File: src/rtl/c3aibadapt_txasync_pkg.sv
// rtl/c3aibadapt_txasync_pkg.sv - shared defaults for the TX adapter async sideband filter
package c3aibadapt_txasync_pkg;

   // Default synchroniser depth; two flops is the minimum for metastability settling.
   localparam int SYNC_STAGES_DEF = 2;

   // Default debounce counter / threshold width.
   localparam int CNT_W_DEF = 4;

endpackage

File: src/rtl/c3aibadapt_txasync_filt_ch.sv
// rtl/c3aibadapt_txasync_filt_ch.sv - one channel: synchroniser, debounce, change pulse and sticky flag
module c3aibadapt_txasync_filt_ch
   import c3aibadapt_txasync_pkg::*;
#(
   parameter int   SYNC_STAGES = SYNC_STAGES_DEF,
   parameter int   CNT_W       = CNT_W_DEF,
   parameter logic RST_VAL     = 1'b0
) (
   input  logic             osc_clk,
   input  logic             osc_rst,
   input  logic             async_in,
   input  logic [CNT_W-1:0] r_filt_thresh,
   input  logic             r_bypass,
   input  logic             sticky_clr,
   output logic             filt_out,
   output logic             chg_pulse,
   output logic             chg_sticky
);

   logic [SYNC_STAGES-1:0] sync_q;
   logic                   s_q;
   logic [CNT_W-1:0]       cnt;
   logic [CNT_W-1:0]       cnt_next;
   logic                   filt_next;
   logic                   pulse_next;

   // Plain flop chain; resets to the channel's idle level so release creates no edge.
   always_ff @(posedge osc_clk) begin
      if (osc_rst) begin
         sync_q <= {SYNC_STAGES{RST_VAL}};
      end else begin
         sync_q <= {sync_q[SYNC_STAGES-2:0], async_in};
      end
   end

   assign s_q = sync_q[SYNC_STAGES-1];

   // Debounce decision: commit once s_q has differed for more than T cycles, or at once in bypass.
   always_comb begin
      filt_next  = filt_out;
      cnt_next   = cnt;
      pulse_next = 1'b0;
      if (r_bypass) begin
         filt_next  = s_q;
         cnt_next   = '0;
         pulse_next = (s_q != filt_out);
      end else if (s_q == filt_out) begin
         cnt_next = '0;
      end else if (cnt >= r_filt_thresh) begin
         // >= so a threshold lowered below the running count commits immediately
         filt_next  = s_q;
         cnt_next   = '0;
         pulse_next = 1'b1;
      end else begin
         cnt_next = cnt + CNT_W'(1);
      end
   end

   // Output, counter and event registers; sticky follows the registered pulse and set beats clear.
   always_ff @(posedge osc_clk) begin
      if (osc_rst) begin
         filt_out   <= RST_VAL;
         cnt        <= '0;
         chg_pulse  <= 1'b0;
         chg_sticky <= 1'b0;
      end else begin
         filt_out   <= filt_next;
         cnt        <= cnt_next;
         chg_pulse  <= pulse_next;
         chg_sticky <= (chg_sticky & ~sticky_clr) | chg_pulse;
      end
   end

endmodule

File: src/rtl/c3aibadapt_txasync_filter.sv
// rtl/c3aibadapt_txasync_filter.sv - multi-channel async sideband sync and debounce for the TX adapter
module c3aibadapt_txasync_filter
   import c3aibadapt_txasync_pkg::*;
#(
   parameter int                NUM_CH      = 2,
   parameter int                SYNC_STAGES = SYNC_STAGES_DEF,
   parameter int                CNT_W       = CNT_W_DEF,
   parameter logic [NUM_CH-1:0] RST_VAL     = {NUM_CH{1'b0}}
) (
   input  logic              osc_clk,
   input  logic              osc_rst,
   input  logic [NUM_CH-1:0] async_in,
   input  logic [CNT_W-1:0]  r_filt_thresh,
   input  logic [NUM_CH-1:0] r_bypass,
   input  logic [NUM_CH-1:0] sticky_clr,
   output logic [NUM_CH-1:0] filt_out,
   output logic [NUM_CH-1:0] chg_pulse,
   output logic [NUM_CH-1:0] chg_sticky
);

   // Channels are fully independent; only the threshold is shared.
   for (genvar i = 0; i < NUM_CH; i++) begin : g_ch
      c3aibadapt_txasync_filt_ch #(
         .SYNC_STAGES (SYNC_STAGES),
         .CNT_W       (CNT_W),
         .RST_VAL     (RST_VAL[i])
      ) u_ch (
         .osc_clk       (osc_clk),
         .osc_rst       (osc_rst),
         .async_in      (async_in[i]),
         .r_filt_thresh (r_filt_thresh),
         .r_bypass      (r_bypass[i]),
         .sticky_clr    (sticky_clr[i]),
         .filt_out      (filt_out[i]),
         .chg_pulse     (chg_pulse[i]),
         .chg_sticky    (chg_sticky[i])
      );
   end

endmodule

File: config.mk
export PLATFORM = sky130hd
export DESIGN_NAME = c3aibadapt_txasync_filter
export DESIGN_NICKNAME = d
export VERILOG_FILES = /design/src/rtl/c3aibadapt_txasync_pkg.sv /design/src/rtl/c3aibadapt_txasync_filt_ch.sv /design/src/rtl/c3aibadapt_txasync_filter.sv
export SDC_FILE = /design/constraint.sdc
export NUM_CORES = 1
export LEC_CHECK = 0
export ABC_CLOCK_PERIOD_IN_PS = 1700
export BUFFER_PORTS_ARGS = -buffer_cell sky130_fd_sc_hd__buf_4
export CAP_MARGIN = 25
export CELL_PAD_IN_SITES_DETAIL_PLACEMENT = 0
export CELL_PAD_IN_SITES_GLOBAL_PLACEMENT = 1
export CORE_UTILIZATION = 39
export DETAILED_ROUTE_END_ITERATION = 8
export GPL_ROUTABILITY_DRIVEN = 0
export PLACE_DENSITY = 0.84
export SKIP_LAST_GASP = 1
export SYNTH_ARGS = -nofsm -noshare
export SYNTH_HDL_FRONTEND = slang
export SYNTH_HIERARCHICAL = 1
export SYNTH_SLANG_ARGS = --single-unit
File: constraint.sdc
create_clock -name osc_clk -period 1.7 [get_ports osc_clk]
set_input_delay 0.34 -clock osc_clk [delete_from_list [all_inputs] [get_ports osc_clk]]
set_output_delay 0.34 -clock osc_clk [all_outputs]
set_load 0.01 [all_outputs]
After elaboration in Yosys (flattened, before gate mapping)
Cells that the tools add are included.
- input port bits: 12
- logic and storage cells: 44
- register bits after elaboration: 18
- output and inout bits: 6
- eq/ne operators: 6
- bitwise gates (word level): 6
- add/sub/neg operators: 2
- reduce and logical (&&, ||, !) cells: 6
- muxes and demuxes: 12
- magnitude comparators: 2
- operator list (operator ; number):
    1-bit two-way mux ; 12
    4-bit by 1-bit adder with 4-bit output, second input constant ; 2
    4-bit >= comparator ; 2
    4-bit OR reduction ; 2
    2-bit != test, second input constant ; 2
    2-bit AND reduction ; 2
    2-bit nonzero test ; 2
    1-bit bitwise AND ; 2
    1-bit == test ; 2
    1-bit != test ; 2
    1-bit NOT ; 2
    1-bit bitwise OR ; 2

Depth between registers and ports, before layout
Gate-level depths: netlist (run 1).
- depth after elaboration: 4
- mapped depth: 5
- mapped depth without buffers: 5

Modules after synthesis
Netlist (run 1), hierarchy kept.
- by module, submodules not included (module ; cells an instance ; times used ; area an instance (sq um) ; seq. area each (sq um)):
    c3aibadapt_txasync_filt_ch ; 42 ; 2 ; 424.2 ; 180.2

Worst setup path before layout (run 1)
No wires, ideal clock.
- path kind: in2reg
- start point: input port r_filt_thresh[3]
- end point: register g_ch[0].u_ch.filt_out
- slack: 0.389 ns
- stages: 5
- library setup time: 0.072 ns
- data required time: 1.628 ns
- path buffers: 0
- arrival time: 1.240 ns
- cells stage by stage: inv_1 -> ha_1 -> a211oi_2 -> o21a_1 -> mux2i_1
- word-level cells in the longest chain between the ends: 3
- RTL lines (item ; line ; source):
    start: declaration ; c3aibadapt_txasync_filter.sv:13 ; input logic [CNT_W-1:0] r_filt_thresh,
    4-bit >= comparator ; c3aibadapt_txasync_filt_ch.sv:49 ; end else if (cnt >= r_filt_thresh) begin
    2-bit nonzero test (no source line) ; - ;
    2-bit AND reduction (no source line) ; - ;
    end signal: assignment ; c3aibadapt_txasync_filt_ch.sv:67 ; filt_out <= filt_next;
    end: declaration ; c3aibadapt_txasync_filt_ch.sv:15 ; output logic filt_out,
No other way between the ends.
A chain may end at the register's enable or synchronous reset.

Final worst setup path (run 1)
- start point: register g_ch[1].u_ch.cnt[0]
- end point: register g_ch[1].u_ch.filt_out
- word-level cells in the longest chain between the ends: 3
- RTL lines (item ; line ; source):
    start: declaration ; c3aibadapt_txasync_filt_ch.sv:22 ; logic [CNT_W-1:0] cnt;
    start signal: assignment ; c3aibadapt_txasync_filt_ch.sv:68 ; cnt <= cnt_next;
    4-bit >= comparator ; c3aibadapt_txasync_filt_ch.sv:49 ;
    2-bit nonzero test (no source line) ; - ;
    2-bit AND reduction (no source line) ; - ;
    end signal: assignment ; c3aibadapt_txasync_filt_ch.sv:67 ;
    end: declaration ; c3aibadapt_txasync_filt_ch.sv:15 ;
No other way between the ends.

==> results of run 1 <==
## cell families after synthesis
kind of cell / Yosys count / synth area share [%]
AND/OR/NAND/NOR: 26 / 18.0
flip-flops: 18 / 42.5
buffers and inverters: 12 / 5.31
AO/OA/AOI/OAI: 10 / 10.9
adder cells (fa/ha/maj): 10 / 14.7
XOR/XNOR: 6 / 6.19
multiplexers: 2 / 2.36
## metal layers
layer	GRT usage, %	wire (um)	up-vias
li1	-	-	324
met1	16.7	633	256
met2	21.3	634	13
met3	2.20	57	2
met4	5.88	13	0
met5	0	0	-
## metrics by stage
stage / setup slack (ns) / area [sq um] / total power [mW] / utilization, %
global placement: 0.266 / 1010 / 0.527 / 50.4
detailed placement: 0.206 / 1010 / 0.530 / 50.4
finish: 0.257 / 1050 / 0.773 / 52.3
floorplan: 0.389 / 848 / 0.493 / -
global route: 0.130 / 1050 / 0.819 / 52.3
CTS: 0.246 / 1050 / 0.785 / 52.3
## power by group through the flow
| stage | combinational [mW] | clock [mW] | sequential, mW |
|---|---|---|---|
| 3_3_place_gp | 0.0814 | 0 | 0.446 |
| 3_5_place_dp | 0.0843 | 0 | 0.446 |
| 5_1_grt | 0.0952 | 0.287 | 0.437 |
| 2_1_floorplan | 0.0459 | 0 | 0.447 |
| 4_1_cts | 0.0848 | 0.264 | 0.436 |
| 6_report | 0.0836 | 0.253 | 0.436 |
## worst max-delay path: stages, from the launching register on
cell and delay (ns):
dfxtp_1 0.39, inv_1 0.06, ha_1 0.29, nor3b_2 0.23
o21a_1 0.20, mux2i_1 0.21
## final timing paths
check | slack (ns) | to | from
worst max register to register | 0.26 | g_ch[1].u_ch/filt_out$_SDFFE_PP0P_ | g_ch[1].u_ch/cnt[0]$_SDFF_PP0_
worst min register to register | 0.45 | g_ch[0].u_ch/sync_q[1]$_SDFF_PP0_ | g_ch[0].u_ch/sync_q[0]$_SDFF_PP0_
worst max-delay path | 0.26 | g_ch[1].u_ch/filt_out$_SDFFE_PP0P_ | g_ch[1].u_ch/cnt[0]$_SDFF_PP0_
worst min-delay path | 0.26 | g_ch[0].u_ch/sync_q[0]$_SDFF_PP0_ | async_in[0]
## placed cells by master, fill, tap and decap left out
| master | n |
|---|---|
| a211oi_2 | 2 |
| a21oi_1 | 2 |
| buf_4 | 17 |
| clkbuf_4 | 3 |
| clkbuf_8 | 1 |
| dfxtp_1 | 18 |
| ha_1 | 10 |
| inv_1 | 12 |
| mux2i_1 | 2 |
| nand2b_1 | 6 |
| nand3_1 | 2 |
| nor2_1 | 4 |
| nor2b_1 | 4 |
| nor3_1 | 8 |
| nor3b_2 | 2 |
| o211ai_2 | 2 |
| o21a_1 | 2 |
| o21ai_2 | 2 |
| xnor2_1 | 2 |
| xor2_1 | 4 |
## flip-flops by register name (all words and copies together) (netlist names)
register	cells
g_ch.u_ch/chg_sticky	2
g_ch.u_ch/sync_q	4
g_ch.u_ch/cnt	8
g_ch.u_ch/filt_out	2
g_ch.u_ch/chg_pulse	2
## area by class of cell
| class | count | area, sq um | area share, % |
|---|---|---|---|
| multi-input cells | 54 | 443 | 42.3 |
| flip-flops and latches | 18 | 360 | 34.4 |
| clock buffers | 4 | 36.3 | 3.47 |
| well taps | 27 | 33.8 | 3.23 |
| repair buffers | 17 | 128 | 12.2 |
| inverters | 12 | 45.0 | 4.31 |
==> results.tsv, run 1 <==
stage	metric	value	unit
placement	placed insts	128	
placement	DP HPWL	1070	um
logic_synthesis	Syn Inst Count	84	
floorplan	io pins	18	
logic_synthesis	commonest cells in the synthesized netlist	dfxtp_1 (18), inv_1 (12), ha_1 (10)	
routing	router iterations before antenna repair	4	
sta	worst rel slew slack	83.9	%
setup_path	CP startpoint kind	flop	
logic_synthesis	synth warn	6	
pwr	power density cells	739	nW/um^2
floorplan	initial core utilization	42.4	%
sta	RSZ-0062 raised after global routing	no	
min_path	HP Class	in2reg	
logic_synthesis	number of enable flip-flop cells after synthesis	0	
layout	Antenna diodes	0	
layout	Layout area overhead	23.3	%
sta	Setup violations, final	0	
placement	I/O Buffers	17	
pwr	sw power	0.166	mW
logic_synthesis	Synth async-reset ratio	0	%
pwr	sw frac	21.5	%
routing	# DRC	0	
setup_path	Critical Path End Type	flop	
routing	routed len/inst	10.1	um
clock_network	H-tree depth	1	
clock_network	clock-pin transition on the worst setup and hold timing paths	0.10	ns
pwr	Combinational Power Share	10.8	%
pwr	Reg power frac	56.5	%
sta	Final Cycle Share	84.9	%
global_route	largest net degree at the start of global routing	13	
clock_network	total CTS buffers	3	
setup_path	crit path max fanout	4	
sta	TNS Setup	0	ns
sta	Final Hold Fails	0	
routing	routed wire length	1340	um
clock_network	clock sinks	18	
clock_network	root buffer cell	clkbuf_4	
clock_network	latest clock arrival within the worst-skew pair	0.28	ns
sta	Max Fclk	693	MHz
global_route	grt total ovfl	0	
routing	Starting DRT DRC Count	6	
clock_network	CTS tree	yes	
logic_synthesis	Unique masters post-synth	17	
logic_synthesis	post-synthesis register bit count	18	
logic_synthesis	register area share after synthesis	42.5	%
pwr	clock power share	32.7	%
clock_network	post_cts resized	0	
setup_path	Crit Path Category	reg2reg	
layout	Filler Cells Inserted	199	
routing	Detail Route Antenna Nets	0	
sta	min cycle time layout	1.44	ns
floorplan	Core ar.	2000	sq um
logic_synthesis	synth top area cells	dfxtp_1 (42%), ha_1 (15%), inv_1 (5.3%)	
logic_synthesis	post-synthesis net count	106	
setup_path	r2r worst-path depth	5	
logic_synthesis	cell area after synthesis	848	sq um
logic_synthesis	top-count cell post-synth	dfxtp_1	
pwr	Worst VDD drop	0.428	mV
clock_network	Clock Tree Buf Depth	2	
logic_synthesis	area leader, netlist	dfxtp_1	
flow_run	max-capacitance violation count	0	
floorplan	Die X	48.6	um
logic_synthesis	Syn Area/Cell	10.1	sq um
min_path	Hold Path Cell Cnt	2	
status	status	finished clean	
clock_network	Hold Buf Count CTS	0	
floorplan	Rows	16	
layout	non-filler cells, final	132	
global_route	vias in the first global route	562	
logic_synthesis	Top FF cell, synth	dfxtp_1	
floorplan	Die H	48.6	um
logic_synthesis	area share of the largest cell type after synthesis	42.5	%
setup_path	Critical Path RT	1.91	ns
routing	Vias/cell	4.51	
sta	Tightest Pin Transition	0.240	ns
pwr	static leakage	0.480	nW
sta	Max Slew Vio Count	0	
floorplan	die area	2370	sq um
pwr	internal power	0.606	mW
sta	Min Hold Slack	0.262	ns
global_route	initial antenna violation count	0	
clock_network	Setup Buffers After CTS	0	
sta	Final Skew	0.00306	ns
global_route	GRT Util Overall	13.0	%
global_route	first-pass GRT wire length	2370	um
setup_path	CP arrival	1.65	ns
layout	share of layout cells above drive strength 1	27.6	%
routing	Vias	595	
layout	Layout Nets	128	
(Power assumes the default switching activity.)
==> run 2: changes to the inputs <==
- ABC_CLOCK_PERIOD_IN_PS: 1700 -> 1300
- CORE_UTILIZATION: 39 -> 35
- PLACE_DENSITY: 0.84 -> 0.8
- clock period: 1.7 -> 1.3 ns (I/O delays scaled with it)
==> run 2 against run 1 <==
Compared with the run above:
- power rose by 36%
- clock power up 32%
- die area grew 11%
- routed wire length grew 19%
- largest cell class unchanged
==> results.tsv, run 2 (same netlist as run 1, synthesis figures left out) <==
stage	metric	value	unit	change
status	status	finished clean		
setup_path	Crit Path Category	reg2reg		
routing	routed wire length	1590	um	+19%
floorplan	Core ar.	2250	sq um	+13%
sta	worst rel slew slack	85.2	%	+1.3 points
setup_path	CP startpoint kind	flop		
layout	most frequent cells in the layout	buf_4 (21), dfxtp_1 (12), inv_1 (10)		
floorplan	initial core utilization	37.6	%	-4.8 points
sta	Setup violations, final	0		unchanged
global_route	grt total ovfl	0		unchanged
setup_path	CP top delay family	flip-flops		
clock_network	clock-pin transition on the worst setup and hold timing paths	0.10	ns	about the same
pwr	power density cells	893	nW/um^2	+21%
flow_run	max-capacitance violation count	0		unchanged
clock_network	Hold Buf Count CTS	0		unchanged
routing	routed len/inst	11.6	um	+14%
layout	Antenna diodes	0		unchanged
pwr	Worst VDD drop	0.440	mV	+2.8%
setup_path	CP arrival	1.48	ns	-0.17 ns
clock_network	latest clock arrival within the worst-skew pair	0.28	ns	about the same
floorplan	Die X	51.2	um	+5.3%
floorplan	io pins	18		unchanged
sta	min cycle time layout	1.25	ns	-0.188 ns
layout	max reg flops	8		unchanged
setup_path	CP Buf/Inv Count	1		unchanged
routing	router iterations before antenna repair	4		unchanged
setup_path	peak per-stage delay on the critical path	0.35	ns	-0.04 ns
setup_path	Critical Path RT	1.52	ns	-0.39 ns
sta	Max Fclk	797	MHz	+15%
clock_network	root buffer cell	clkbuf_4		
global_route	GRT Util Overall	13.9	%	+0.83 points
layout	commonest non-fill, non-tap cell in the layout	buf_4		
setup_path	Slowest-stage cell, CP	dfxtp_2		
global_route	vias in the first global route	682		+21%
routing	Vias/cell	4.75		+5.4%
clock_network	CTS tree	yes		
layout	Most flops, register	g_ch.u_ch/cnt		
sta	Final Skew	0.00252	ns	-0.000536 ns
setup_path	R2R Setup Slk	0.05	ns	-0.21 ns
sta	Tightest Pin Transition	0.221	ns	-0.0190 ns
layout	biggest registers after layout	g_ch.u_ch/cnt (8), g_ch.u_ch/sync_q (4)		
placement	I/O Buffers	17		unchanged
floorplan	Rows	17		+1
setup_path	critical path cell sequence	inv_2 > ha_4 > nor3b_4 > o21a_1 > mux2i_1		
pwr	Pwr Total	1.05	mW	+36%
min_path	HP Class	in2reg		
layout	Layout Nets	132		+3.1%
clock_network	H-tree depth	1		unchanged
sta	Final Hold Fails	0		unchanged
sta	RSZ-0062 raised after global routing	yes		
layout	share of layout cells above drive strength 1	45.0	%	+17 points
routing	Starting DRT DRC Count	10		+4
global_route	initial antenna violation count	0		unchanged
pwr	static leakage	0.499	nW	+3.8%
routing	Vias	651		+9.4%
routing	Detail Route Antenna Nets	0		unchanged
layout	fin util	52.0	%	-0.25 points
global_route	largest net degree at the start of global routing	13		unchanged
placement	DP HPWL	1110	um	+3.4%
sta	Final Cycle Share	96.5	%	+12 points
clock_network	Clock Tree Buf Depth	2		unchanged
floorplan	Die H	51.2	um	+5.3%
clock_network	clock sinks	18		unchanged
layout	Layout area overhead	38.2	%	
routing	# DRC	0		unchanged
setup_path	Critical Path End Type	flop		
setup_path	crit path max fanout	2		-2
sta	Max Slew Vio Count	0		unchanged
clock_network	total CTS buffers	3		unchanged
global_route	first-pass GRT wire length	2690	um	+13%
floorplan	die area	2620	sq um	+11%
## run 2: changes by cell type in the layout (fill, tap and decap cells not counted), sizes merged
cell / delta
buf: +4
## run 2: metal layers
layer / GRT usage, % / routed length (um) / vias to the layer above
met3: 2.98 / 62 / 2
met2: 26.1 / 822 / 13
met1: 14.3 / 694 / 310
met4: 6.76 / 10 / 0
met5: 0 / 0 / -
li1: - / - / 326
## run 2: worst paths after layout
| kind | startpoint | endpoint | cells past startpoint |
|---|---|---|---|
| max reg2reg | g_ch[1].u_ch/cnt[0]$_SDFF_PP0_ | g_ch[1].u_ch/filt_out$_SDFFE_PP0P_ | 5 |
| min reg2reg | g_ch[1].u_ch/sync_q[0]$_SDFF_PP0_ | g_ch[1].u_ch/sync_q[1]$_SDFF_PP0_ | 1 |
| max | g_ch[1].u_ch/cnt[0]$_SDFF_PP0_ | g_ch[1].u_ch/filt_out$_SDFFE_PP0P_ | 5 |
| min | async_in[0] | g_ch[0].u_ch/sync_q[0]$_SDFF_PP0_ | 2 |
## run 2: metrics by stage
step                      hold WS (ns)  setup TNS (ns)  setup slack (ns)  area, sq um  std cells
after floorplan                  0.332               0            0.0281          848         84
final                            0.174               0            0.0450         1170        137
after CTS                        0.168               0           0.00363         1130        137
after global placement           0.417         -0.0784           -0.0399         1040        133
after detailed placement         0.424          -0.284            -0.103         1040        133
after global routing             0.162         -0.0647           -0.0406         1170        137
## run 2: where the power goes
group / internal, mW / switching (mW)
clock network: 0.170 / 0.163
registers: 0.563 / 0.00645
logic: 0.0798 / 0.0641
total: 0.814 / 0.233
## run 2: what timing repair did
action / in CTS / in global routing
setup endpoints to repair: 2 / 8
pin swaps: 7 / 7
gates resized for setup: 9 / 11
setup buffers: 0 / 0
## run 2: cell type report
cell class,instances,area (sq um)
Fill cell,213,1080
Timing Repair Buffer,21,158
Sequential cell,18,368
Tap cell,28,35.0
Inverter,12,45.0
Multi-Input combinational cell,54,531
Clock buffer,4,36.3
## run 2: worst reg2reg max path, stage by stage, from the launching register on
cell and delay (ns):
dfxtp_2 0.35, inv_2 0.04, ha_4 0.21, nor3b_4 0.22, o21a_1 0.20, mux2i_1 0.18
==> run 3: changes to the inputs <==
- CELL_PAD_IN_SITES_DETAIL_PLACEMENT: 0 -> default
- CELL_PAD_IN_SITES_GLOBAL_PLACEMENT: 1 -> default
- CORE_UTILIZATION: 35 -> 46
- PLACE_DENSITY: 0.8 -> 0.81
==> run 3 against run 2 <==
Compared with the run above:
- sequential power about the same
- global-route usage up 1.8 points
- critical path type unchanged
- clock-buffer cell count unchanged
- non-clock buffer count up 2
- die area down 23%
- via count down 4.6%
- clock power down 1%
- clock skew down 0.00092 ns
- setup slack worse by 0.030 ns
==> results.tsv, run 3 (same netlist as run 1, synthesis figures left out) <==
stage	metric	value	unit	change
routing	Vias	621		-4.6%
clock_network	Hold Buf Count CTS	0		unchanged
layout	Final Cell Area	1180	sq um	+0.64%
sta	Max Fclk	778	MHz	-2.3%
clock_network	root buffer cell	clkbuf_4		
setup_path	crit path max fanout	2		unchanged
setup_path	CP startpoint kind	flop		
pwr	clock power share	31.6	%	-0.2 points
floorplan	initial core utilization	49.1	%	+12 points
setup_path	CP Buf/Inv Count	1		unchanged
setup_path	Critical Path End Type	flop		
pwr	Worst VDD drop	0.541	mV	+23%
sta	TNS Setup	0	ns	unchanged
pwr	static leakage	0.514	nW	+3.2%
floorplan	io pins	18		unchanged
layout	Antenna diodes	0		unchanged
sta	worst rel slew slack	85.2	%	about the same
clock_network	Clock Tree Buf Depth	2		unchanged
sta	Final Skew	0.00160	ns	-0.000924 ns
floorplan	Core ar.	1730	sq um	-23%
pwr	Combinational Power Share	13.7	%	about the same
sta	Final Cycle Share	98.9	%	+2.3 points
setup_path	CP arrival	1.50	ns	+0.02 ns
routing	routed len/inst	11.2	um	-3.5%
layout	commonest non-fill, non-tap cell in the layout	buf_4		
placement	I/O Buffers	17		unchanged
global_route	first-pass GRT wire length	2300	um	-15%
placement	DP HPWL	1130	um	+1.9%
layout	Layout Nets	134		+1.5%
setup_path	CP top delay family	flip-flops		
global_route	grt total ovfl	0		unchanged
sta	Min Hold Slack	0.183	ns	+0.00825 ns
pwr	power density cells	883	nW/um^2	-1.2%
setup_path	Critical Path RT	1.52	ns	about the same
layout	Filler Cells Inserted	122		-43%
min_path	HP Class	in2reg		
sta	Final Hold Fails	0		unchanged
setup_path	critical path cell sequence	inv_2 > ha_4 > nor3b_4 > o21a_1 > mux2i_1		
clock_network	clock-pin transition on the worst setup and hold timing paths	0.09	ns	about the same
floorplan	Die H	44.9	um	-12%
placement	placed inst area	1040	sq um	-0.36%
pwr	sw frac	21.9	%	-0.36 points
layout	max reg flops	8		unchanged
routing	Starting DRT DRC Count	9		-1
clock_network	total CTS buffers	3		unchanged
sta	Setup violations, final	0		unchanged
setup_path	Crit Path Category	reg2reg		
clock_network	H-tree depth	1		unchanged
global_route	initial antenna violation count	0		unchanged
floorplan	Rows	15		-2
sta	Tightest Pin Transition	0.221	ns	-0.000135 ns
setup_path	peak per-stage delay on the critical path	0.35	ns	about the same
layout	share of layout cells above drive strength 1	45.0	%	+0.091 points
routing	Vias/cell	4.57		-3.9%
layout	most frequent cells in the layout	buf_4 (23), dfxtp_1 (11), inv_1 (10)		
routing	# DRC	0		unchanged
layout	biggest registers after layout	g_ch.u_ch/cnt (8), g_ch.u_ch/sync_q (4)		
layout	Most flops, register	g_ch.u_ch/cnt		
flow_run	max-capacitance violation count	0		unchanged
clock_network	CTS tree	yes		
routing	Detail Route Antenna Nets	0		unchanged
sta	Max Slew Vio Count	0		unchanged
pwr	Reg power frac	54.7	%	+0.3 points
sta	RSZ-0062 raised after global routing	yes		
pwr	sw power	0.228	mW	-2.1%
routing	router iterations before antenna repair	4		unchanged
global_route	GRT Util Overall	15.7	%	+1.8 points
setup_path	Slowest-stage cell, CP	dfxtp_2		
routing	routed wire length	1520	um	-4.2%
status	status	finished clean		
sta	min cycle time layout	1.29	ns	+0.0301 ns
floorplan	die area	2020	sq um	-23%
global_route	largest net degree at the start of global routing	13		unchanged
floorplan	Die X	44.9	um	-12%
pwr	internal power	0.813	mW	about the same
clock_network	clock sinks	18		unchanged
layout	Layout area overhead	39.1	%	
clock_network	latest clock arrival within the worst-skew pair	0.28	ns	about the same
global_route	vias in the first global route	597		-12%
[run 3: changes by cell type in the layout (fill, tap and decap cells not counted)]
cell	delta
buf_4	+2
dfxtp_1	-1
dfxtp_2	+1
ha_1	+2
ha_2	-2
[run 3: final timing paths]
| check | from | endpoint | slack [ns] | depth (start not counted) |
|---|---|---|---|---|
| min reg2reg | g_ch[0].u_ch/sync_q[0]$_SDFF_PP0_ | g_ch[0].u_ch/sync_q[1]$_SDFF_PP0_ | 0.45 | 1 |
| min | async_in[0] | g_ch[0].u_ch/sync_q[0]$_SDFF_PP0_ | 0.18 | 2 |
| max | g_ch[0].u_ch/cnt[0]$_SDFF_PP0_ | g_ch[0].u_ch/filt_out$_SDFFE_PP0P_ | 0.01 | 5 |
| max reg2reg | g_ch[0].u_ch/cnt[0]$_SDFF_PP0_ | g_ch[0].u_ch/filt_out$_SDFFE_PP0P_ | 0.01 | 5 |
[run 3: stage by stage]
stage,setup slack [ns],power [mW],util (%),cells
2_1_floorplan,0.0281,0.644,-,84
3_3_place_gp,-0.0345,0.694,60.1,130
3_5_place_dp,-0.0928,0.700,60.1,130
4_1_cts,-0.00557,1.04,65.8,135
5_1_grt,-0.0330,1.10,68.3,136
6_report,0.0149,1.04,68.3,136
[run 3: routing by layer]
metal	vias to the layer above	part of all wire, %	GRT usage [%]
met4	0	0.79	9.09
li1	334	-	-
met5	-	0	0
met1	272	49	18.7
met3	2	4.1	2.80
met2	13	46	26.4
[run 3: power by group through the flow]
| stage | registers [mW] | logic [mW] | clock network (mW) |
|---|---|---|---|
| after floorplan | 0.584 | 0.0600 | 0 |
| after global placement | 0.582 | 0.112 | 0 |
| after detailed placement | 0.582 | 0.118 | 0 |
| after CTS | 0.570 | 0.127 | 0.344 |
| after global routing | 0.572 | 0.155 | 0.371 |
| final | 0.570 | 0.143 | 0.329 |
[run 3: area by class of cell]
class / count / area, sq um / share of cell area (%)
well taps: 25 / 31.3 / 2.65
inverters: 12 / 45.0 / 3.82
clock buffers: 4 / 36.3 / 3.08
repair buffers: 23 / 173 / 14.6
flip-flops and latches: 18 / 369 / 31.3
multi-input cells: 54 / 526 / 44.5
[run 3: worst register-to-register path: cells and delay by family, from the launching register on]
family                   cells  cell delay [ns]
flip-flops                   1             0.35
AND/OR/NAND/NOR              1             0.23
adder cells (fa/ha/maj)      1             0.21
AO/OA/AOI/OAI                1             0.21
multiplexers                 1             0.19
buffers and inverters        1             0.04
[run 3: what timing repair did]
action	4_1_cts	5_1_grt
endpoints found under the hold margin	0	0
setup buffers	1	1
pin swaps	8	8
endpoints found under the setup margin	2	4
gates resized for setup	10	9
